--- src/rtl/enemy_wave_if.sv ---
// Pixel-stream, missile and wave-status signals for the enemy_wave compositing stage.
// master drives the stream and missile; slave is the enemy stage itself.
interface enemy_wave_if #(
  parameter int N_ENEMIES = 3
) ();
  logic [10:0]          xpos_missile;
  logic [10:0]          ypos_missile;
  logic                 on_missle;
  logic [10:0]          vcount_in;
  logic [10:0]          hcount_in;
  logic                 vsync_in;
  logic                 vblnk_in;
  logic                 hsync_in;
  logic                 hblnk_in;
  logic [11:0]          rgb_in;
  logic [10:0]          vcount_out;
  logic [10:0]          hcount_out;
  logic                 vsync_out;
  logic                 vblnk_out;
  logic                 hsync_out;
  logic                 hblnk_out;
  logic [11:0]          rgb_out;
  logic [N_ENEMIES-1:0] alive;
  logic [3:0]           level;
  logic                 level_change;
  logic                 hit;
  logic [7:0]           kill_count;

  modport master (
    output xpos_missile, ypos_missile, on_missle, vcount_in, hcount_in,
           vsync_in, vblnk_in, hsync_in, hblnk_in, rgb_in,
    input  vcount_out, hcount_out, vsync_out, vblnk_out, hsync_out, hblnk_out,
           rgb_out, alive, level, level_change, hit, kill_count
  );

  modport slave (
    input  xpos_missile, ypos_missile, on_missle, vcount_in, hcount_in,
           vsync_in, vblnk_in, hsync_in, hblnk_in, rgb_in,
    output vcount_out, hcount_out, vsync_out, vblnk_out, hsync_out, hblnk_out,
           rgb_out, alive, level, level_change, hit, kill_count
  );
endinterface

--- src/rtl/enemy_wave.sv ---
// Row of bouncing enemies composited into the pixel stream, with missile kills and a
// PLAY/WAIT wave controller that raises the level and respawns the row after a delay.
module enemy_wave #(
  parameter int          N_ENEMIES      = 3,
  parameter int          EN_W           = 32,
  parameter int          EN_H           = 24,
  parameter int          X_SPACING      = 64,
  parameter int          Y_TOP          = 100,
  parameter int          X_MIN          = 32,
  parameter int          X_MAX          = 768,
  parameter logic [11:0] EN_COLOR       = 12'hF00,
  parameter int          MAX_LEVEL      = 9,
  parameter int          RESPAWN_FRAMES = 60
) (
  input  logic       pclk,
  input  logic       rst,
  enemy_wave_if.slave bus
);

  localparam int          SPAN       = (N_ENEMIES - 1) * X_SPACING + EN_W;
  localparam int          FW         = (RESPAWN_FRAMES > 1) ? $clog2(RESPAWN_FRAMES) : 1;
  localparam logic [FW-1:0] FRAME_LAST = FW'(RESPAWN_FRAMES - 1);
  localparam logic [10:0] X_MIN_C    = 11'(X_MIN);
  localparam logic [10:0] X_CLAMP    = 11'(X_MAX - SPAN);
  localparam logic [10:0] Y_LO       = 11'(Y_TOP);
  localparam logic [10:0] Y_HI       = 11'(Y_TOP + EN_H);

  typedef enum logic {S_PLAY, S_WAIT} state_e;
  typedef enum logic {DIR_RIGHT, DIR_LEFT} dir_e;

  state_e               state_q, state_d;
  dir_e                 dir_q, dir_d;
  logic [10:0]          fx_q, fx_d;
  logic [N_ENEMIES-1:0] alive_q, alive_d;
  logic [3:0]           level_q, level_d;
  logic [FW-1:0]        frame_q, frame_d;
  logic                 level_change_q, level_change_d;
  logic                 hit_q;
  logic [7:0]           kill_count_q;
  logic                 vsync_prev_q;
  logic [10:0]          vcount_q, hcount_q;
  logic                 vsync_q, vblnk_q, hsync_q, hblnk_q;
  logic [11:0]          rgb_q, rgb_d;

  logic [N_ENEMIES-1:0] pix_box, mis_box, kill;
  logic [7:0]           kill_n;
  logic [10:0]          step;
  logic                 frame_tick;

  function automatic logic in_box(input logic [10:0] x, input logic [10:0] y,
                                  input logic [10:0] lo);
    logic [10:0] hi;
    hi = lo + 11'(EN_W);
    return (x >= lo) && (x < hi) && (y >= Y_LO) && (y < Y_HI);
  endfunction

  assign frame_tick = bus.vsync_in & ~vsync_prev_q;
  assign step       = {7'd0, level_q};

  always_comb begin
    // NOTE: every combinational output gets a default first so no path can infer a latch.
    pix_box = '0;
    mis_box = '0;
    kill_n  = '0;
    for (int i = 0; i < N_ENEMIES; i++) begin
      pix_box[i] = in_box(bus.hcount_in, bus.vcount_in, fx_q + 11'(i * X_SPACING));
      mis_box[i] = in_box(bus.xpos_missile, bus.ypos_missile, fx_q + 11'(i * X_SPACING));
    end
    kill = (state_q == S_PLAY && bus.on_missle) ? (mis_box & alive_q) : '0;
    for (int i = 0; i < N_ENEMIES; i++) kill_n = kill_n + 8'(kill[i]);
  end

  always_comb begin
    rgb_d = bus.rgb_in;
    if (state_q == S_PLAY && !bus.hblnk_in && !bus.vblnk_in && |(pix_box & alive_q))
      rgb_d = EN_COLOR;
  end

  always_comb begin
    state_d        = state_q;
    dir_d          = dir_q;
    fx_d           = fx_q;
    level_d        = level_q;
    frame_d        = frame_q;
    level_change_d = 1'b0;
    alive_d        = alive_q & ~kill;
    if (state_q == S_PLAY) begin
      if (frame_tick) begin
        if (dir_q == DIR_RIGHT) begin
          // Widened so the overshoot test cannot wrap near the top of the 11-bit range.
          if ({1'b0, fx_q} + {1'b0, step} + 12'(SPAN) > 12'(X_MAX)) begin
            fx_d  = X_CLAMP;
            dir_d = DIR_LEFT;
          end else begin
            fx_d = fx_q + step;
          end
        end else if (fx_q < X_MIN_C + step) begin
          fx_d  = X_MIN_C;
          dir_d = DIR_RIGHT;
        end else begin
          fx_d = fx_q - step;
        end
      end
      if (alive_q == '0) begin
        state_d        = S_WAIT;
        level_change_d = 1'b1;
        frame_d        = '0;
        if (level_q < 4'(MAX_LEVEL)) level_d = level_q + 4'd1;
      end
    end else if (frame_tick) begin
      if (frame_q == FRAME_LAST) begin
        state_d = S_PLAY;
        alive_d = '1;
        fx_d    = X_MIN_C;
        dir_d   = DIR_RIGHT;
      end else begin
        frame_d = frame_q + FW'(1);
      end
    end
  end

  // NOTE: sequential state uses non-blocking assignments so every register samples pre-edge values.
  always_ff @(posedge pclk) begin
    if (rst) begin
      state_q        <= S_PLAY;
      dir_q          <= DIR_RIGHT;
      fx_q           <= X_MIN_C;
      alive_q        <= '1;
      level_q        <= 4'd1;
      frame_q        <= '0;
      level_change_q <= 1'b0;
      hit_q          <= 1'b0;
      kill_count_q   <= '0;
      vsync_prev_q   <= 1'b0;
      vcount_q       <= '0;
      hcount_q       <= '0;
      vsync_q        <= 1'b0;
      vblnk_q        <= 1'b0;
      hsync_q        <= 1'b0;
      hblnk_q        <= 1'b0;
      rgb_q          <= '0;
    end else begin
      state_q        <= state_d;
      dir_q          <= dir_d;
      fx_q           <= fx_d;
      alive_q        <= alive_d;
      level_q        <= level_d;
      frame_q        <= frame_d;
      level_change_q <= level_change_d;
      hit_q          <= |kill;
      kill_count_q   <= kill_count_q + kill_n;
      vsync_prev_q   <= bus.vsync_in;
      vcount_q       <= bus.vcount_in;
      hcount_q       <= bus.hcount_in;
      vsync_q        <= bus.vsync_in;
      vblnk_q        <= bus.vblnk_in;
      hsync_q        <= bus.hsync_in;
      hblnk_q        <= bus.hblnk_in;
      rgb_q          <= rgb_d;
    end
  end

  assign bus.vcount_out   = vcount_q;
  assign bus.hcount_out   = hcount_q;
  assign bus.vsync_out    = vsync_q;
  assign bus.vblnk_out    = vblnk_q;
  assign bus.hsync_out    = hsync_q;
  assign bus.hblnk_out    = hblnk_q;
  assign bus.rgb_out      = rgb_q;
  assign bus.alive        = alive_q;
  assign bus.level        = level_q;
  assign bus.level_change = level_change_q;
  assign bus.hit          = hit_q;
  assign bus.kill_count   = kill_count_q;

endmodule

--- src/flat_wrapper.sv ---
// flat-port wrapper written by rule: the top's interface ports become plain ports
module enemy_wave_flat 
#(
  parameter int          N_ENEMIES      = 3,
  parameter int          EN_W           = 32,
  parameter int          EN_H           = 24,
  parameter int          X_SPACING      = 64,
  parameter int          Y_TOP          = 100,
  parameter int          X_MIN          = 32,
  parameter int          X_MAX          = 768,
  parameter logic [11:0] EN_COLOR       = 12'hF00,
  parameter int          MAX_LEVEL      = 9,
  parameter int          RESPAWN_FRAMES = 60
)
  (pclk, rst, bus_xpos_missile, bus_ypos_missile, bus_on_missle, bus_vcount_in, bus_hcount_in, bus_vsync_in, bus_vblnk_in, bus_hsync_in, bus_hblnk_in, bus_rgb_in, bus_vcount_out, bus_hcount_out, bus_vsync_out, bus_vblnk_out, bus_hsync_out, bus_hblnk_out, bus_rgb_out, bus_alive, bus_level, bus_level_change, bus_hit, bus_kill_count);
  enemy_wave_if #(.N_ENEMIES(N_ENEMIES)) bus_i ();
  input  logic pclk;
  input  logic rst;
  input wire logic [$bits(bus_i.xpos_missile)-1:0] bus_xpos_missile;
  input wire logic [$bits(bus_i.ypos_missile)-1:0] bus_ypos_missile;
  input wire logic [$bits(bus_i.on_missle)-1:0] bus_on_missle;
  input wire logic [$bits(bus_i.vcount_in)-1:0] bus_vcount_in;
  input wire logic [$bits(bus_i.hcount_in)-1:0] bus_hcount_in;
  input wire logic [$bits(bus_i.vsync_in)-1:0] bus_vsync_in;
  input wire logic [$bits(bus_i.vblnk_in)-1:0] bus_vblnk_in;
  input wire logic [$bits(bus_i.hsync_in)-1:0] bus_hsync_in;
  input wire logic [$bits(bus_i.hblnk_in)-1:0] bus_hblnk_in;
  input wire logic [$bits(bus_i.rgb_in)-1:0] bus_rgb_in;
  output wire logic [$bits(bus_i.vcount_out)-1:0] bus_vcount_out;
  output wire logic [$bits(bus_i.hcount_out)-1:0] bus_hcount_out;
  output wire logic [$bits(bus_i.vsync_out)-1:0] bus_vsync_out;
  output wire logic [$bits(bus_i.vblnk_out)-1:0] bus_vblnk_out;
  output wire logic [$bits(bus_i.hsync_out)-1:0] bus_hsync_out;
  output wire logic [$bits(bus_i.hblnk_out)-1:0] bus_hblnk_out;
  output wire logic [$bits(bus_i.rgb_out)-1:0] bus_rgb_out;
  output wire logic [$bits(bus_i.alive)-1:0] bus_alive;
  output wire logic [$bits(bus_i.level)-1:0] bus_level;
  output wire logic [$bits(bus_i.level_change)-1:0] bus_level_change;
  output wire logic [$bits(bus_i.hit)-1:0] bus_hit;
  output wire logic [$bits(bus_i.kill_count)-1:0] bus_kill_count;
  assign bus_i.xpos_missile = bus_xpos_missile;
  assign bus_i.ypos_missile = bus_ypos_missile;
  assign bus_i.on_missle = bus_on_missle;
  assign bus_i.vcount_in = bus_vcount_in;
  assign bus_i.hcount_in = bus_hcount_in;
  assign bus_i.vsync_in = bus_vsync_in;
  assign bus_i.vblnk_in = bus_vblnk_in;
  assign bus_i.hsync_in = bus_hsync_in;
  assign bus_i.hblnk_in = bus_hblnk_in;
  assign bus_i.rgb_in = bus_rgb_in;
  assign bus_vcount_out = bus_i.vcount_out;
  assign bus_hcount_out = bus_i.hcount_out;
  assign bus_vsync_out = bus_i.vsync_out;
  assign bus_vblnk_out = bus_i.vblnk_out;
  assign bus_hsync_out = bus_i.hsync_out;
  assign bus_hblnk_out = bus_i.hblnk_out;
  assign bus_rgb_out = bus_i.rgb_out;
  assign bus_alive = bus_i.alive;
  assign bus_level = bus_i.level;
  assign bus_level_change = bus_i.level_change;
  assign bus_hit = bus_i.hit;
  assign bus_kill_count = bus_i.kill_count;
  enemy_wave #(.N_ENEMIES(N_ENEMIES), .EN_W(EN_W), .EN_H(EN_H), .X_SPACING(X_SPACING), .Y_TOP(Y_TOP), .X_MIN(X_MIN), .X_MAX(X_MAX), .EN_COLOR(EN_COLOR), .MAX_LEVEL(MAX_LEVEL), .RESPAWN_FRAMES(RESPAWN_FRAMES)) u_core (.pclk(pclk), .rst(rst), .bus(bus_i));
endmodule
--- config.mk ---
export PLATFORM = sky130hd
export DESIGN_NAME = enemy_wave_flat
export DESIGN_NICKNAME = d
export VERILOG_FILES = /design/src/rtl/enemy_wave_if.sv /design/src/rtl/enemy_wave.sv /design/src/flat_wrapper.sv
export SDC_FILE = /design/constraint.sdc
export NUM_CORES = 1
export LEC_CHECK = 0
export CAP_MARGIN = 20
export CORE_MARGIN = 2
export CORE_UTILIZATION = 46
export CTS_CLUSTER_SIZE = 8
export DETAILED_ROUTE_END_ITERATION = 16
export PLACE_DENSITY = 0.71
export REMOVE_ABC_BUFFERS = 1
export SLEW_MARGIN = 20
export SYNTH_ARGS = -nofsm -noshare
export SYNTH_HDL_FRONTEND = slang
export SYNTH_SLANG_ARGS = --single-unit
--- constraint.sdc ---
create_clock -name pclk -period 14.4 [get_ports pclk]
set_input_delay 2.88 -clock pclk [delete_from_list [all_inputs] [get_ports pclk]]
set_output_delay 2.88 -clock pclk [all_outputs]
set_load 0.02 [all_outputs]
# Word-level counts from Yosys, hierarchy flattened
# Cells that the tools add are included.
[totals]
input_bits = 63
mem_count = 0
latch_bits = 0
wordCells = 122
reg_bits = 74
mem_bits_rw = 0
romBits = 0
[classes]
n_lt_le_gt_ge = 19
muxes = 27
shift = 0
n_reduce_logical = 33
n_eq_ne = 4
bitwise_logic = 7
n_mul = 0
addsub = 15
div_mod_pow = 0
[ops]
columns = ["operator", "n"]
rows = [
  ["$lt A11 B11 Y1", 7],
  ["$mux W11", 7],
  ["$ge A11 B11 Y1", 6],
  ["$add A11 B6 Y11 const B", 3],
  ["$mux W6", 4],
  ["$ge A11 B7 Y1 const B", 2],
  ["$logic_and A1 B1 Y1", 22],
  ["$lt A11 B7 Y1 const B", 2],
  ["$add A11 B4 Y12", 1],
  ["$add A12 B8 Y12 const B", 1],
  ["$gt A12 B10 Y1 const B", 1],
  ["$mux W12", 1],
  ["$mux W3", 4],
  ["$add A11 B4 Y11", 1],
  ["$add A11 B7 Y11 const B", 1],
  ["$add A11 B8 Y11 const B", 1],
  ["$mux W1", 11],
  ["$sub A11 B4 Y11", 1],
  ["$and A3 B3 Y3", 3],
  ["$add A8 B1 Y8", 1],
  ["$add A8 B8 Y8", 1],
  ["$add A6 B4 Y7 const A", 1],
  ["$add A6 B1 Y6 const B", 1],
  ["$eq A6 B6 Y1 const B", 1],
  ["14 further kinds", 21],
]

# Longest topological paths before layout
# Gate-level depths: netlist of run 1.
[depth]
depth_word = 13
mapped_depth = 19

# Worst setup path before layout of run 1
# OpenSTA, ideal clock, no wires.
[synth_path]
path_type = "input to register"
from = "input port bus_xpos_missile[9]"
to = "register u_core.kill_count_q[4] (netlist: u_core.bus.kill_count[4])"
path_buffers = 0
setup_ps = 128
setup_slack_ps = 8337
path_stages = 13
arrival_ps = 5936
t_required_ps = 14272
path_cell_list = "ha_1 > and3_1 > a221o_1 > a31o_2 > maj3_1 > nor4_1 > inv_1 > ha_1 > fa_1 > fa_1 > nand3_1 > xor2_1 > nor2_1"
[synth_between]
elab_chain_len = 9
[synth_rtl]
columns = ["element", "line_no", "text"]
rows = [
  ["start: declaration", "flat_wrapper.sv:19", "input wire logic [$bits(bus_i.xpos_missile)-1:0] bus_xpos_missile;"],
  ["$ge A11 B11 Y1 / $lt A11 B11 Y1 (equally long branches)", "enemy_wave.sv:54", "return (x >= lo) && (x < hi) && (y >= Y_LO) && (y < Y_HI);"],
  ["$logic_and A1 B1 Y1 (3 in a row)", "enemy_wave.sv:54", ""],
  ["$and A3 B3 Y3 *", "enemy_wave.sv:69", "kill = (state_q == S_PLAY && bus.on_missle) ? (mis_box & alive_q) : '0;"],
  ["$mux W3 *", "enemy_wave.sv:69", ""],
  ["$add A1 B1 Y2", "enemy_wave.sv:70", "for (int i = 0; i < N_ENEMIES; i++) kill_n = kill_n + 8'(kill[i]);"],
  ["$add A8 B1 Y8 *", "enemy_wave.sv:70", ""],
  ["$add A8 B8 Y8 *", "enemy_wave.sv:151", "kill_count_q <= kill_count_q + kill_n;"],
  ["end signal: assignment", "enemy_wave.sv:151", ""],
  ["end: declaration", "enemy_wave.sv:39", "logic [7:0] kill_count_q;"],
]
# Every way passes the cells marked *; elsewhere a longest branch is shown, timed or not.
# A chain may end at the register's enable or synchronous reset.

# Final worst setup path of run 1
[layout_path]
from = "input port bus_xpos_missile[9]"
to = "register u_core.kill_count_q[6] (netlist: u_core.bus.kill_count[6])"
# The elaborated chain is that of the path after synthesis.

==> metrics.cfg, run 1 <==
[run_status]
status = finished clean

[drt]
dr.pass1.iters = 5
viasPerCell = 5.79
wl_per_cell_um = 16.9
drt_iter0_markers = 378
drc = 0
vias = 5192
routed_wl_um = 15200
drtAntennaViolNets = 0

[yosys]
netlist_instances = 642
yosysTopAreaCell = dfxtp_1
synth_area_um2 = 5610
ys.flop_type = dfxtp_1
synthDistinctLibCells = 81
synth_edf_count = 0
synth_warnings = 0
seq_area_frac_synth_pct = 26.4
synth-seq-cells = 74
synth.area.top_cells = dfxtp_1 (26%), ha_1 (21%), nor2b_1 (3.7%)
synthArstFlopShare_pct = 0
synth_top_area_share_pct = 26.4
postSynthAreaPerCell_um2 = 8.74

[timing]
tns_ns = 0
fin_crit_ns = 6.77
rsz0062_at_grt = false
max_freq_mhz = 148
period_share_pct = 47.0
fin_skew_ns = 0.00764
setup_viol = 0
final-hold-violation-count = 0
maxSlewHeadroom_pct = 49.8
slew_violations = 0
worst_slew_pin_slew_ns = 0.749

[global_routing]
overflow = 0
grt_pass1_vias = 5033
antenna_found_initial = 0
track_usage_pct = 23.3
grt_pass1_wl_um = 24300
grt_max_degree = 65

[clock_tree]
cts.repair.resized = 0
cts_root_buffer = clkbuf_16
cts.sinks = 74
clockBufferDepth = 2
numCtsBuffers = 9
cts_setup_buffers = 0
clk_transition_reported_paths_ns = 0.06
cts_hold_buf = 0
htree_levels = 3
clock_latency_ns = 0.34
cts_tree = done

[critical_path]
reg2reg_slack_ns = 8.92
path_class = in2reg
arrival_ns = 6.97
crit_path_start_kind = primary input
worstPathRequired_ns = 14.60
cp_max_fo = 6
cp-end-kind = flop

[floorplan]
core_area_um2 = 12000
die_w_um = 114
fp.dieH_um = 114
io_pins = 118
rows = 40
start_util_pct = 46.9
die_area_um2 = 13100

[cells_and_area]
n_antenna_cell = 0
layout.nets = 905
synthToLayoutAreaGrowth_pct = 27.3
post-route-util_pct = 59.7
n_fill_cell = 1067
final_cell_area_um2 = 7150
layout-drive-gt1-share_pct = 6.53

[min_path]
hold_path_class = reg2reg

[power_and_ir_drop]
powerDensity_nw_per_um2 = 74.1
totalPowerFinal_uw = 529
peakVddDrop_mv = 0.0495
p_leak_uw = 0.00289

[placement]
dp_hpwl_um = 11900
portBuffers = 115
place_congestion = 0.910
post_dp_cell_area_um2 = 6840

[flow_run]
maxCapViolations = 0

[stage by stage]
| stage | setup WS [ns] | cells | hold WS (ns) |
|---|---|---|---|
| global placement | 7.44 | 881 | 0.468 |
| floorplan | 8.35 | 618 | 0.450 |
| finish | 7.63 | 897 | 0.487 |
| detailed placement | 7.31 | 881 | 0.483 |
| global route | 7.47 | 897 | 0.517 |
| CTS | 7.66 | 897 | 0.490 |
[layout make-up]
cell class | instances | area (um^2) | area share, %
Clock inverter | 6 | 66.3 | 0.928
Multi-Input combinational cell | 507 | 3880 | 54.3
Tap cell | 147 | 184 | 2.57
Clock buffer | 10 | 239 | 3.34
Timing Repair Buffer | 116 | 1150 | 16.1
Sequential cell | 74 | 1480 | 20.7
Inverter | 37 | 139 | 1.94
[layer usage]
layer,track usage [%],up-vias,wire length [um]
met2,39.8,202,7100
li1,-,2535,-
met5,0,-,0
met1,28.4,2418,6620
met3,3.97,37,966
met4,11.1,0,476
[report_power, final]
group | switching [uW] | internal (uW)
Combinational | 43.3 | 45.0
Clock | 89.2 | 139
Sequential | 2.10 | 211
Total | 135 | 395
[registers in the layout (all words and copies together) (netlist names), 3 cells and up]
signal and count:
u_core.bus.rgb_out 12, u_core.bus.hcount_out 11, u_core.bus.vcount_out 11, u_core.fx_q 11
u_core.bus.kill_count 8, u_core.frame_q 6, u_core.bus.level 4, u_core.bus.alive 3
[worst paths after layout]
| path | start | to | cells past startpoint |
|---|---|---|---|
| max | bus_xpos_missile[9] | u_core.bus.kill_count[6] | 14 |
| max reg2reg | u_core.fx_q[6] | u_core.bus.kill_count[6] | 18 |
| min | u_core.frame_q[1] | u_core.frame_q[1] | 2 |
| min reg2reg | u_core.frame_q[1] | u_core.frame_q[1] | 2 |
[worst max-delay path: stages]
cell and delay [ns]:
clkdlybuf4s50_1 0.68, ha_1 0.31, and3_1 0.22, a221o_1 0.33, a31o_2 0.23, maj3_1 0.41
nor4_1 0.34, inv_1 0.08, ha_1 0.31, fa_1 0.44, fa_1 0.43, nand3_1 0.10
xor2_1 0.15, nor2_1 0.05
[logic make-up (layout without fill, tap and decap cells)]
group,after synthesis,in the layout,synth area share (%)
AND/OR/NAND/NOR,214,214,20.7
AO/OA/AOI/OAI,161,161,20.6
adder cells (fa/ha/maj),98,98,22.3
flip-flops,74,74,26.4
buffers and inverters,61,169,4.52
XOR/XNOR,32,32,4.99
multiplexers,2,2,0.401
[cells in the final DEF (no fill, tap or decap), drive strengths merged, types with 4 or more instances in the layout]
master | netlist | layout
a21o | 18 | 18
o21ba | 5 | 5
nand3 | 21 | 21
nor3b | 9 | 9
nand4 | 12 | 12
ha | 93 | 93
nor2 | 40 | 40
a211o | 4 | 4
xor2 | 11 | 11
nand2b | 7 | 7
a31oi | 12 | 12
and2 | 4 | 4
fa | 4 | 4
a211oi | 5 | 5
a21oi | 35 | 35
or3 | 7 | 7
and3 | 5 | 5
o21ai | 26 | 26
clkbuf | 13 | 10
nor3 | 16 | 16
dfxtp | 74 | 74
o31ai | 6 | 6
o211ai | 8 | 8
xnor2 | 21 | 21
inv | 36 | 36
a22oi | 4 | 4
nor2b | 34 | 34
nand2 | 39 | 39
clkdlybuf4s50 | 0 | 114
o21a | 6 | 6
[Yosys cell counts (3+ instances only)]
| cell type | number |
|---|---|
| a21o_1 | 18 |
| o21bai_1 | 3 |
| and2_1 | 4 |
| a211oi_1 | 4 |
| inv_1 | 35 |
| nor2_1 | 40 |
| a21boi_0 | 3 |
| nand3_1 | 21 |
| buf_1 | 3 |
| o21ba_2 | 5 |
| or3_1 | 7 |
| nor4_1 | 3 |
| o21a_1 | 6 |
| nor3_1 | 15 |
| dfxtp_1 | 74 |
| nor2b_1 | 33 |
| o211ai_1 | 7 |
| xnor2_1 | 21 |
| xor2_1 | 11 |
| nor3b_1 | 9 |
| o31ai_2 | 4 |
| nand2_1 | 39 |
| nand4_1 | 12 |
| a21oi_1 | 35 |
| and3_1 | 5 |
| fa_1 | 4 |
| a31oi_1 | 12 |
| a2111o_1 | 3 |
| o21ai_0 | 25 |
| a211o_1 | 3 |
| ha_1 | 93 |
| clkbuf_1 | 12 |
| a22oi_1 | 4 |
| buf_2 | 5 |
| nand2b_1 | 6 |
Power figures use the tool's default switching activity.
==> run 2: changes to the inputs <==
==> constraint.sdc (replaced) <==
create_clock -name pclk -period 7.05 [get_ports pclk]
set_input_delay 1.41 -clock pclk [delete_from_list [all_inputs] [get_ports pclk]]
set_output_delay 1.41 -clock pclk [all_outputs]
set_load 0.02 [all_outputs]
==> run 2 against run 1 <==
Net effect: non-clock buffer count is 1 higher; routed wire length is 2.2% higher; critical path type is now reg2reg; die area stayed put; first-iteration DRC count is 21% lower; largest cell class unchanged; largest power group unchanged; critical endpoint is now u_core.bus.kill_count[4].
==> metrics.cfg, run 2 (synthesis gave the netlist of run 1 again) <==
[run_status]
status = finished clean

[timing]
fin_ws_ns = 1.61  ; -6.02 ns
max_freq_mhz = 184
final-hold-violation-count = 0  ; unchanged
fin_skew_ns = 0.00780  ; +0.000163 ns
setup_viol = 0  ; unchanged
period_share_pct = 77.1
tns_ns = 0  ; unchanged
fin_crit_ns = 5.44
maxSlewHeadroom_pct = 47.0  ; -2.8 points
worst_slew_pin_slew_ns = 0.795  ; +0.0465 ns
slew_violations = 0  ; unchanged
rsz0062_at_grt = false

[power_and_ir_drop]
p_seq_share_pct = 38.9  ; -1.3 points
totalPowerFinal_uw = 1120  ; +110%
powerDensity_nw_per_um2 = 156  ; +110%
switching_share_pct = 24.8  ; -0.69 points
comb_power_share_pct = 16.1  ; -0.6 points
intPower_uw = 842  ; +110%
peakVddDrop_mv = 0.0907  ; +83%
p_leak_uw = 0.00291  ; +0.81%
p_sw_uw = 277  ; +110%
clockPowerShare_pct = 45.0  ; +1.9 points

[drt]
drc = 0  ; unchanged
wl_per_cell_um = 17.3  ; +2.1%
viasPerCell = 5.83  ; +0.74%
vias = 5236  ; +0.85%
drt_iter0_markers = 298  ; -21%
drtAntennaViolNets = 0  ; unchanged
routed_wl_um = 15500  ; +2.2%
dr.pass1.iters = 5  ; unchanged

[global_routing]
grt_pass1_vias = 5095  ; +1.2%
grt_max_degree = 65  ; unchanged
overflow = 0  ; unchanged
antenna_found_initial = 0  ; unchanged
grt_pass1_wl_um = 24700  ; +1.7%
track_usage_pct = 23.8  ; +0.52 points

[floorplan]
rows = 40  ; unchanged
die_area_um2 = 13100  ; unchanged
core_area_um2 = 12000  ; unchanged
die_w_um = 114  ; unchanged
start_util_pct = 46.9  ; unchanged
fp.dieH_um = 114  ; unchanged
io_pins = 118  ; unchanged

[critical_path]
cp-startpoint = u_core.fx_q[6]
worstPathRequired_ns = 7.26  ; -7.34 ns
arrival_ns = 5.64  ; -1.33 ns
cp_max_fo = 16  ; +10
path_class = reg2reg
cp-end-kind = flop
timing.rr.end = u_core.bus.kill_count[4]
reg2reg_slack_ns = 1.61  ; -7.31 ns
crit_path_start_kind = flop
reg2reg_depth = 18  ; unchanged
timing.rr.start = u_core.fx_q[6]

[clock_tree]
htree_levels = 3  ; unchanged
cts.sinks = 74  ; unchanged
clockBufferDepth = 2  ; unchanged
cts_tree = done
cts_setup_buffers = 0  ; unchanged
cts_hold_buf = 0  ; unchanged
clock_latency_ns = 0.35  ; about the same
cts_root_buffer = clkbuf_16
clk_transition_reported_paths_ns = 0.06  ; about the same
numCtsBuffers = 9  ; unchanged
cts.repair.resized = 0  ; unchanged

[cells_and_area]
layout.nets = 906  ; +0.11%
largest_reg_flops = 12  ; unchanged
mostFrequentLayoutCells = clkdlybuf4s50_1 (114), ha_1 (93), dfxtp_1 (74), nor2_1 (40), nand2_1 (39)
synthToLayoutAreaGrowth_pct = 27.7
n_antenna_cell = 0  ; unchanged
layout-drive-gt1-share_pct = 6.52  ; -0.0087 points
final_common_cell = clkdlybuf4s50_1

[placement]
place_congestion = 0.885  ; -2.7%
dp_hpwl_um = 11900  ; +0.10%
pre_cts_ws_ns = 1.45  ; -5.85 ns
portBuffers = 115  ; unchanged

[flow_run]
maxCapViolations = 0  ; unchanged

[min_path]
hold_path_class = reg2reg
worst_hold_path.endpoint = u_core.frame_q[1]
min_from = u_core.frame_q[1]
hold_depth = 2  ; unchanged

==> run 2: cell types whose count changed in the layout (fill, tap and decap cells not counted) <==
| cell | previous run | this run |
|---|---|---|
| a31oi_2 | 1 | 0 |
| clkinv_4 | 1 | 2 |
| a31oi_1 | 11 | 12 |
| buf_2 | 1 | 2 |
| bufinv_16 | 1 | 2 |
| clkinvlp_4 | 3 | 1 |
==> run 2: cell type report <==
cell class,count,area (um^2)
multi-input cells,507,3880
fillers,1045,4790
inverters,37,139
repair buffers,117,1160
well taps,147,184
flip-flops and latches,74,1480
clock buffers,10,239
clock inverters,6,90.1
==> run 2: how the worst max path moves through the flow <==
stage	endpoint	slack, ns
after floorplan	u_core.bus.kill_count[4]	2.46
after global placement	u_core.bus.kill_count[6]	1.57
after detailed placement	u_core.bus.kill_count[4]	1.45
after CTS	u_core.bus.kill_count[4]	1.67
after global routing	u_core.bus.kill_count[4]	1.27
final	u_core.bus.kill_count[4]	1.61
==> run 2: metal layers <==
metal  global-route usage [%]  share of wire, %
met1                     28.0                42
met2                     40.3                46
met3                     4.66               7.5
met4                     13.8               4.7
met5                        0                 0
==> run 2: critical path, stage by stage (launching register included) <==
cell and delay (ns):
dfxtp_1 0.75, inv_1 0.33, ha_1 0.43, nand2_1 0.07, nor2_1 0.12, xor2_1 0.25
ha_1 0.29, and3_1 0.20, a221o_1 0.31, a31o_2 0.23, maj3_1 0.40, nor4_1 0.36
inv_1 0.09, ha_1 0.30, fa_1 0.43, fa_1 0.43, nand3_1 0.10, xor2_1 0.15
nor2_1 0.06
==> run 2: stage by stage <==
step                      utilization (%)  hold slack [ns]  cell area [um^2]  std cells
final                                59.9            0.488              7170        898
after global routing                 59.9            0.504              7170        898
after CTS                            59.9            0.492              7160        897
after detailed placement             57.1            0.483              6840        881
after global placement               57.1            0.468              6840        881
after floorplan                         -            0.450              5500        618
==> run 2: power by group through the flow <==
stage | clock, uW | sequential [uW] | combinational [uW]
detailed placement | 0 | 445 | 179
floorplan | 0 | 459 | 73.6
CTS | 514 | 435 | 180
global placement | 0 | 444 | 172
finish | 504 | 435 | 180
global route | 532 | 437 | 196
==> run 3: changes to the inputs <==
--- a/config.mk
+++ b/config.mk
@@ -10,7 +10,7 @@
 export CORE_UTILIZATION = 46
 export CTS_CLUSTER_SIZE = 8
 export DETAILED_ROUTE_END_ITERATION = 16
-export PLACE_DENSITY = 0.71
+export PLACE_DENSITY = 0.74
 export REMOVE_ABC_BUFFERS = 1
 export SLEW_MARGIN = 20
 export SYNTH_ARGS = -nofsm -noshare
==> constraint.sdc (replaced) <==
create_clock -name pclk -period 4.5 [get_ports pclk]
set_input_delay 0.9 -clock pclk [delete_from_list [all_inputs] [get_ports pclk]]
set_output_delay 0.9 -clock pclk [all_outputs]
set_load 0.02 [all_outputs]
==> run 3 against run 2 <==
Net effect: clock skew increased by 0.0041 ns; largest power group unchanged; highest routed layer unchanged; critical endpoint is now u_core.bus.kill_count[6]; critical path type unchanged; total power increased by 52%; critical path depth decreased by 1; setup slack got worse by 1.4 ns; via count increased by 2.1%.
==> metrics.cfg, run 3 (synthesis gave the netlist of run 1 again) <==
[run_status]
status = finished clean

[timing]
max_freq_mhz = 232  ; +26%
period_share_pct = 95.6  ; +19 points
maxSlewHeadroom_pct = 48.5  ; +1.5 points
slew_violations = 0  ; unchanged
setup_viol = 0  ; unchanged
fin_crit_ns = 4.30  ; -1.13 ns
worst_slew_pin_slew_ns = 0.768  ; -0.0272 ns
final-hold-violation-count = 0  ; unchanged
fin_skew_ns = 0.0119  ; +0.00411 ns
rsz0062_at_grt = false

[drt]
vias = 5346  ; +2.1%
viasPerCell = 5.69  ; -2.4%
drc = 0  ; unchanged
wl_per_cell_um = 17.2  ; -0.13%
drtAntennaViolNets = 0  ; unchanged
drt_iter0_markers = 429  ; +44%
dr.pass1.iters = 4  ; -1
routed_wl_um = 16200  ; +4.4%

[critical_path]
crit_buf_inv = 1  ; -1
cp_max_fo = 6  ; -10
crit_path_start_kind = flop
critPathTopFamily = adder cells
reg2reg_depth = 17  ; -1
worstPathRequired_ns = 4.71  ; -2.55 ns
path_class = reg2reg
cpPeakStageDelay_ns = 0.38  ; -0.37 ns
critPathMostFrequentCell = ha_1
path_cells = ha_1 > a21bo_2 > and2_1 > xor2_2 > ha_1 > and3_1 > a221o_1 > a31o_2 > maj3_2 > nor4_4 > inv_1 > ha_1 > fa_2 > fa_2 > nand3_1 > xor2_1 > nor2_1
arrival_ns = 4.51  ; -1.13 ns
cp_slowest_cell = fa_2
cp-end-kind = flop
cp.depth = 17  ; -1

[power_and_ir_drop]
powerDensity_nw_per_um2 = 227  ; +45%
intPower_uw = 1280  ; +52%
switching_share_pct = 24.8  ; +0.030 points
comb_power_share_pct = 16.9  ; +0.8 points
p_seq_share_pct = 40.1  ; +1.2 points
peakVddDrop_mv = 0.126  ; +39%
clockPowerShare_pct = 43.0  ; -2.0 points
p_leak_uw = 0.00310  ; +6.5%
p_sw_uw = 422  ; +52%

[floorplan]
fp.dieH_um = 114  ; unchanged
io_pins = 118  ; unchanged
rows = 40  ; unchanged
start_util_pct = 46.9  ; unchanged
die_w_um = 114  ; unchanged
die_area_um2 = 13100  ; unchanged
core_area_um2 = 12000  ; unchanged

[placement]
dp_hpwl_um = 12800  ; +8.0%
post_dp_cell_area_um2 = 7160  ; +4.7%
place_inst = 924  ; +4.9%
portBuffers = 115  ; unchanged
place_congestion = 1.07  ; +21%

[global_routing]
grt_max_degree = 60  ; -7.7%
antenna_found_initial = 0  ; unchanged
track_usage_pct = 25.1  ; +1.3 points
grt_pass1_vias = 5260  ; +3.2%
overflow = 0  ; unchanged
grt_pass1_wl_um = 25800  ; +4.4%

[cells_and_area]
final_cells = 939  ; +4.6%
largest_reg_flops = 12  ; unchanged
final_common_cell = clkdlybuf4s50_1
n_fill_cell = 1008  ; -3.5%
post-route-util_pct = 62.8  ; +2.8 points
final_cell_area_um2 = 7510  ; +4.7%
layout-drive-gt1-share_pct = 12.6  ; +6.1 points
synthToLayoutAreaGrowth_pct = 33.7
mostFrequentLayoutCells = clkdlybuf4s50_1 (114), ha_1 (92), dfxtp_1 (72), buf_4 (44)
layout.nets = 948  ; +4.6%
n_antenna_cell = 0  ; unchanged

[clock_tree]
cts.sinks = 74  ; unchanged
cts_setup_buffers = 0  ; unchanged
clock_latency_ns = 0.35  ; about the same
clk_transition_reported_paths_ns = 0.06  ; about the same
numCtsBuffers = 9  ; unchanged
htree_levels = 3  ; unchanged
cts_tree = done
cts_root_buffer = clkbuf_16
clockBufferDepth = 2  ; unchanged

[flow_run]
maxCapViolations = 0  ; unchanged

[min_path]
hold_path_class = reg2reg
hold_depth = 2  ; unchanged

==> run 3: cell types whose count changed in the layout (fill, tap and decap cells not counted), moves of 2 or more <==
cell and delta:
buf_4 +43, fa_2 +2, dfxtp_1 -2, dfxtp_2 +2, fa_1 -2
==> run 3: repair_timing <==
item,4_1_cts,5_1_grt
setup endpoints to repair,3,6
resized for setup,3,8
hold buffers,0,0
pin swaps,0,1
==> run 3: path summary, 6_finish.rpt <==
kind / start / end / slack, ns
worst max-delay path: u_core.fx_q[7] / u_core.bus.kill_count[6] / 0.20
worst min-delay path: u_core.frame_q[1] / u_core.frame_q[1] / 0.49
worst max register to register: u_core.fx_q[7] / u_core.bus.kill_count[6] / 0.20
worst min register to register: u_core.frame_q[1] / u_core.frame_q[1] / 0.49
==> run 3: area by class of cell <==
cell class | instances | area, um^2 | share of cell area, %
clock buffers | 11 | 253 | 3.37
clock inverters | 4 | 51.3 | 0.683
inverters | 37 | 139 | 1.85
multi-input cells | 507 | 3920 | 52.2
flip-flops and latches | 74 | 1480 | 19.8
well taps | 147 | 184 | 2.45
repair buffers | 159 | 1480 | 19.7
==> run 3: layer usage <==
layer / global-route usage, % / up-vias / routed length (um)
met5: 0 / - / 0
met1: 30.8 / 2512 / 7070
li1: - / 2612 / -
met3: 4.98 / 28 / 1030
met4: 11.1 / 0 / 388
met2: 42.4 / 194 / 7700
==> run 3: through the flow <==
stage	setup TNS, ns	setup slack (ns)	total power (uW)	hold slack (ns)
3_5_place_dp	-1.09	-0.314	982	0.489
4_1_cts	0	0.0609	1710	0.497
3_3_place_gp	-0.825	-0.248	972	0.467
5_1_grt	0	0.0213	1770	0.518
2_1_floorplan	-0.195	-0.0901	835	0.450
6_report	0	0.196	1700	0.494
==> run 3: power by group through the flow <==
stage               clock network [uW]  registers (uW)  logic [uW]
finish                             731             682         288
global route                       773             684         315
CTS                                741             683         287
detailed placement                   0             697         285
global placement                     0             696         276
floorplan                            0             719         115
==> run 3: worst register-to-register path, stage by stage (launching register included) <==
cell and delay (ns):
dfxtp_2 0.36, ha_1 0.24, a21bo_2 0.23, and2_1 0.17, xor2_2 0.16, ha_1 0.29
and3_1 0.20, a221o_1 0.31, a31o_2 0.22, maj3_2 0.36, nor4_4 0.19, inv_1 0.08
ha_1 0.30, fa_2 0.38, fa_2 0.38, nand3_1 0.10, xor2_1 0.16, nor2_1 0.06
